--- src/rtl/apu_pkg.sv ---
// Shared APU definitions: register offsets and the length-counter load table.
package apu_pkg;

  localparam logic [1:0] REG_CTRL  = 2'd0;
  localparam logic [1:0] REG_SWEEP = 2'd1;
  localparam logic [1:0] REG_PLO   = 2'd2;
  localparam logic [1:0] REG_PHI   = 2'd3;

  function automatic logic [7:0] length_lookup(input logic [4:0] idx);
    logic [7:0] v;
    v = 8'd0;
    case (idx)
      5'd0:  v = 8'd10;
      5'd1:  v = 8'd254;
      5'd2:  v = 8'd20;
      5'd3:  v = 8'd2;
      5'd4:  v = 8'd40;
      5'd5:  v = 8'd4;
      5'd6:  v = 8'd80;
      5'd7:  v = 8'd6;
      5'd8:  v = 8'd160;
      5'd9:  v = 8'd8;
      5'd10: v = 8'd60;
      5'd11: v = 8'd10;
      5'd12: v = 8'd14;
      5'd13: v = 8'd12;
      5'd14: v = 8'd26;
      5'd15: v = 8'd14;
      5'd16: v = 8'd12;
      5'd17: v = 8'd16;
      5'd18: v = 8'd24;
      5'd19: v = 8'd18;
      5'd20: v = 8'd48;
      5'd21: v = 8'd20;
      5'd22: v = 8'd96;
      5'd23: v = 8'd22;
      5'd24: v = 8'd192;
      5'd25: v = 8'd24;
      5'd26: v = 8'd72;
      5'd27: v = 8'd26;
      5'd28: v = 8'd16;
      5'd29: v = 8'd28;
      5'd30: v = 8'd32;
      5'd31: v = 8'd30;
      default: v = 8'd0;
    endcase
    return v;
  endfunction

endpackage

--- src/rtl/length_counter.sv ---
// Channel length counter: disable clears, load beats half-frame decrement.
module length_counter
  import apu_pkg::*;
(
  input  logic       iClk,
  input  logic       iReset_n,
  input  logic       iLoad,
  input  logic [7:0] iLoad_value,
  input  logic       iLength_clk,
  input  logic       iHalt,
  input  logic       iEnable,
  output logic [7:0] oCount,
  output logic       oActive
);

  always_ff @(posedge iClk or negedge iReset_n) begin
    if (!iReset_n) begin
      oCount <= 8'd0;
    end else if (!iEnable) begin
      oCount <= 8'd0;
    end else if (iLoad) begin
      oCount <= iLoad_value;
    end else if (iLength_clk && oCount != 8'd0 && !iHalt) begin
      oCount <= oCount - 8'd1;
    end
  end

  assign oActive = (oCount != 8'd0);

endmodule

--- src/rtl/rectangle_register_interface.sv ---
// Rectangle channel CPU register block: decode, field regs, delayed strobes.
module rectangle_register_interface
  import apu_pkg::*;
#(
  parameter logic [4:0] ADDR_BASE = 5'h00
) (
  input  logic        iClk,
  input  logic        iReset_n,
  input  logic        iWr_en,
  input  logic [4:0]  iAddr,
  input  logic [7:0]  iData,
  input  logic        iLength_clk,
  input  logic        iChannel_enable,
  output logic [1:0]  oDuty,
  output logic        oLength_halt,
  output logic        oConst_volume,
  output logic [3:0]  oVolume,
  output logic        oSweep_enable,
  output logic [2:0]  oSweep_refresh_rate,
  output logic        oSweep_mode,
  output logic [2:0]  oSweep_shift,
  output logic        oSweep_reset,
  output logic [10:0] oPeriod,
  output logic        oPeriod_reset,
  output logic        oEnvelope_restart,
  output logic [7:0]  oLength_count,
  output logic        oLength_active
);

  logic hit;
  logic wrCtrl;
  logic wrSweep;
  logic wrPlo;
  logic wrPhi;
  logic sweepPend;
  logic periodPend;
  logic periodStrobe;

  assign hit     = iWr_en && (iAddr[4:2] == ADDR_BASE[4:2]);
  assign wrCtrl  = hit && (iAddr[1:0] == REG_CTRL);
  assign wrSweep = hit && (iAddr[1:0] == REG_SWEEP);
  assign wrPlo   = hit && (iAddr[1:0] == REG_PLO);
  assign wrPhi   = hit && (iAddr[1:0] == REG_PHI);

  always_ff @(posedge iClk or negedge iReset_n) begin
    if (!iReset_n) begin
      oDuty               <= 2'd0;
      oLength_halt        <= 1'b0;
      oConst_volume       <= 1'b0;
      oVolume             <= 4'd0;
      oSweep_enable       <= 1'b0;
      oSweep_refresh_rate <= 3'd0;
      oSweep_mode         <= 1'b0;
      oSweep_shift        <= 3'd0;
      oPeriod             <= 11'd0;
    end else begin
      if (wrCtrl) begin
        oDuty         <= iData[7:6];
        oLength_halt  <= iData[5];
        oConst_volume <= iData[4];
        oVolume       <= iData[3:0];
      end
      if (wrSweep) begin
        oSweep_enable       <= iData[7];
        oSweep_refresh_rate <= iData[6:4];
        oSweep_mode         <= iData[3];
        oSweep_shift        <= iData[2:0];
      end
      if (wrPlo) begin
        oPeriod[7:0] <= iData;
      end
      if (wrPhi) begin
        oPeriod[10:8] <= iData[2:0];
      end
    end
  end

  // Strobes lag the field update by a cycle so downstream loads see stable data
  always_ff @(posedge iClk or negedge iReset_n) begin
    if (!iReset_n) begin
      sweepPend    <= 1'b0;
      periodPend   <= 1'b0;
      oSweep_reset <= 1'b0;
      periodStrobe <= 1'b0;
    end else begin
      sweepPend    <= wrSweep;
      periodPend   <= wrPhi;
      oSweep_reset <= sweepPend;
      periodStrobe <= periodPend;
    end
  end

  assign oPeriod_reset     = periodStrobe;
  assign oEnvelope_restart = periodStrobe;

  length_counter uLength (
    .iClk        (iClk),
    .iReset_n    (iReset_n),
    .iLoad       (wrPhi),
    .iLoad_value (length_lookup(iData[7:3])),
    .iLength_clk (iLength_clk),
    .iHalt       (oLength_halt),
    .iEnable     (iChannel_enable),
    .oCount      (oLength_count),
    .oActive     (oLength_active)
  );

endmodule

--- config.mk ---
export PLATFORM = sky130hd
export DESIGN_NAME = rectangle_register_interface
export DESIGN_NICKNAME = d
export VERILOG_FILES = /design/src/rtl/apu_pkg.sv /design/src/rtl/length_counter.sv /design/src/rtl/rectangle_register_interface.sv
export SDC_FILE = /design/constraint.sdc
export NUM_CORES = 1
export LEC_CHECK = 0
export BUFFER_PORTS_ARGS = -buffer_cell sky130_fd_sc_hd__buf_4
export CAP_MARGIN = 10
export CORE_UTILIZATION = 52
export DETAILED_ROUTE_END_ITERATION = 12
export PLACE_DENSITY = 0.8
export SYNTH_ARGS = -nofsm -noshare
export SYNTH_HDL_FRONTEND = slang
export SYNTH_SLANG_ARGS = --single-unit
--- constraint.sdc ---
create_clock -name iClk -period 2.1 [get_ports iClk]
set_clock_uncertainty 0.1 [all_clocks]
set_input_delay 0.315 -clock iClk [delete_from_list [all_inputs] [get_ports iClk]]
set_output_delay 0.315 -clock iClk [all_outputs]
set_load 0.005 [all_outputs]
==> flow_summary.json <==
{
  "status": "finished, final reports clean",
  "fp.dieArea_sq_um": 4190,
  "cp_max_fo": 5,
  "die_w_um": 64.7,
  "finalMaxSlewViolations": 0,
  "slowest_delay_ps": 430,
  "grt_max_degree": 40,
  "fp.coreArea_sq_um": 3720,
  "drive_above_1_share": 0.390,
  "instances_no_fill": 289,
  "peakVddDrop_mv": 0.568,
  "postSynthAreaPerCell_sq_um": 11.1,
  "dieHeight_um": 64.7,
  "cts_max_level": 2,
  "arrival_ps": 1550,
  "root_buffer": "clkbuf_8",
  "timing.fmax_mhz": 509,
  "ys_types": 42,
  "diodes": 0,
  "final_common_cell": "buf_4",
  "dr.pass1.iters": 4,
  "synth_edf_count": 0,
  "num-nets-final": 266,
  "p_leak_nw": 1.29,
  "crit_chain": "inv_1, ha_1, nor4b_4, nand2_1, buf_4",
  "synth_top_area_cell": "dfrtp_1",
  "finalSetupTns_ps": 0,
  "io_pins": 57,
  "hold_path.class": "input port to flip-flop",
  "period_share": 0.935,
  "rows": 22,
  "insertion_delay_ps": 300,
  "ant_nets": 0,
  "drt_iter0_markers": 81,
  "relSlewSlack": 0.689,
  "critPathCaptureType": "primary output",
  "crit_type": "flip-flop to primary output",
  "place_congestion": 0.836,
  "rsz0062_at_grt": "no",
  "synth_cells": 185,
  "syn_to_final_growth_pct": 28.5,
  "slowest_stage": "dfrtp_1",
  "netlist_top_cells_area": "dfrtp_1 48%, mux2_2 10%, ha_1 4.9%, nand2_1 4.0%, a21oi_1 2.2%",
  "placed_cells": 280,
  "final_cell_mix": "59 x buf_4, 39 x dfrtp_1, 22 x nand2_1, 19 x mux2_2, 10 x inv_1",
  "synth_seq_cells": 39,
  "dpl.hpwl_um": 3070,
  "start_util": 0.551,
  "hold_viol": 0,
  "post_drt_wl_per_cell_um": 14.5,
  "clk_pin_slew_ps": 80,
  "start_kind": "flip-flop",
  "ys_seq_area_frac": 0.477,
  "powerDensity_nw_per_um2": 1020,
  "ys.warnings.count": 0,
  "ys.flop_type": "dfrtp_1",
  "port_buffers": 56,
  "clock_sinks": 39,
  "via_per_inst": 5.44,
  "regArea_sq_um": 976,
  "synth_async_sr_flop_share": 1.00,
  "grt.overflow.total": 0,
  "tightest_slew_ps": 467,
  "cts_tree": "built",
  "cts_buffers": 5,
  "n_fill_cell": 283,
  "syn_nets": 211,
  "setup_viol": 0,
  "fin_crit_ps": 1960,
  "drt_wl_total_um": 4180,
  "grt.total_usage": 0.225,
  "drv_cap": 0,
  "grt_pass1_vias": 1486,
  "multiInputGateArea_sq_um": 983,
  "synth_area_sq_um": 2050,
  "vias": 1571,
  "power_mw": 2.69,
  "grt_pass1_wl_um": 7180,
  "yosysTopAreaCellShare": 0.477,
  "worstPathRequired_ps": 1680,
  "drcViolationCount": 0,
  "clockBufferDepth": 2,
  "antenna_found_initial": 0
}
## logic make-up after synthesis
| family | Yosys count | share of synthesized area |
|---|---|---|
| and+or+nand+nor | 53 | 0.166 |
| DFF | 39 | 0.477 |
| AOI/OAI and AO/OA | 36 | 0.119 |
| buffers and inverters | 23 | 0.0471 |
| muxes | 23 | 0.130 |
| adders and majority gates | 8 | 0.0489 |
| xor gates and xnor gates | 3 | 0.0128 |
## Yosys cell counts (2+ instances only)
cell type   n
a21oi_1     9
nand3_1     2
inv_1      10
o221a_1     2
nand4_1     2
o311ai_0    2
clkbuf_1    6
a31oi_1     2
nor3_1      2
nand2b_1    3
ha_1        8
mux2_2     19
xnor2_1     2
nor2_1      4
nor2b_1     3
buf_2       5
o211ai_1    2
nand3b_1    4
o31ai_1     2
nor4b_2     2
nand2_1    22
mux2i_1     3
o21ai_0     9
o2111ai_1   4
dfrtp_1    39
## timing repair
item / CTS / global route
endpoints found under the setup margin: 0 / 1
hold buffers: 1 / 0
endpoints found under the hold margin: 39 / 0
setup buffers: 0 / 0
gates resized for setup: 0 / 1
## metal layers
metal / share of wire / GRT usage / vias up
met5: 0 / 0 / -
met2: 0.47 / 0.349 / 44
met3: 0.054 / 0.0599 / 6
met4: 0.014 / 0.0611 / 0
met1: 0.47 / 0.310 / 749
li1: - / - / 772
## power by group
part	leakage [nW]	total (mW)	switching [mW]	internal, mW
Combinational	0.719	0.980	0.415	0.565
Clock	0.0587	0.637	0.278	0.360
Sequential	0.511	1.08	0.166	0.910
Total	1.29	2.69	0.859	1.84
## sequential cells by signal, indices dropped and copies added (netlist names), 2 cells and up
register,flops
oDuty,2
oVolume,4
oSweep_shift,3
oPeriod,11
uLength.oCount,8
oSweep_refresh_rate,3
## metrics by stage
stage	cell area (sq um)	worst slack, ps	hold WS (ps)	utilization
floorplan	2050	158	-80.6	-
global placement	2490	214	205	0.671
detailed placement	2490	193	204	0.671
CTS	2620	24.6	132	0.705
global route	2630	13.0	145	0.708
finish	2630	136	137	0.708
## worst max-delay path: cells and delay by family, from the launching register on
family,cells,cell delay (ps)
buf+inv,2,240
fa+ha+maj,1,180
flops,1,430
simple gates,2,410
## layout make-up
class / count / share of cell area
repair buffers: 60 / 0.172
flip-flops and latches: 39 / 0.371
inverters: 11 / 0.0157
clock buffers: 5 / 0.0262
well taps: 48 / 0.0228
multi-input cells: 123 / 0.374
clock inverters: 3 / 0.0181
## worst paths after layout
| check | slack (ps) | end | from | cells past startpoint |
|---|---|---|---|---|
| setup reg to reg | 230 | uLength.oCount[3] | uLength.oCount[0] | 6 |
| hold reg to reg | 250 | oEnvelope_restart | periodPend | 0 |
| hold / removal | 140 | oPeriod[10] | iData[2] | 3 |
| setup / recovery | 140 | oLength_active | uLength.oCount[0] | 5 |
| max in group asynchronous | 1160 | uLength.oCount[4] | iReset_n | 2 |
| min in group asynchronous | 410 | oPeriod[1] | iReset_n | 2 |
(Power assumes the default switching activity.)
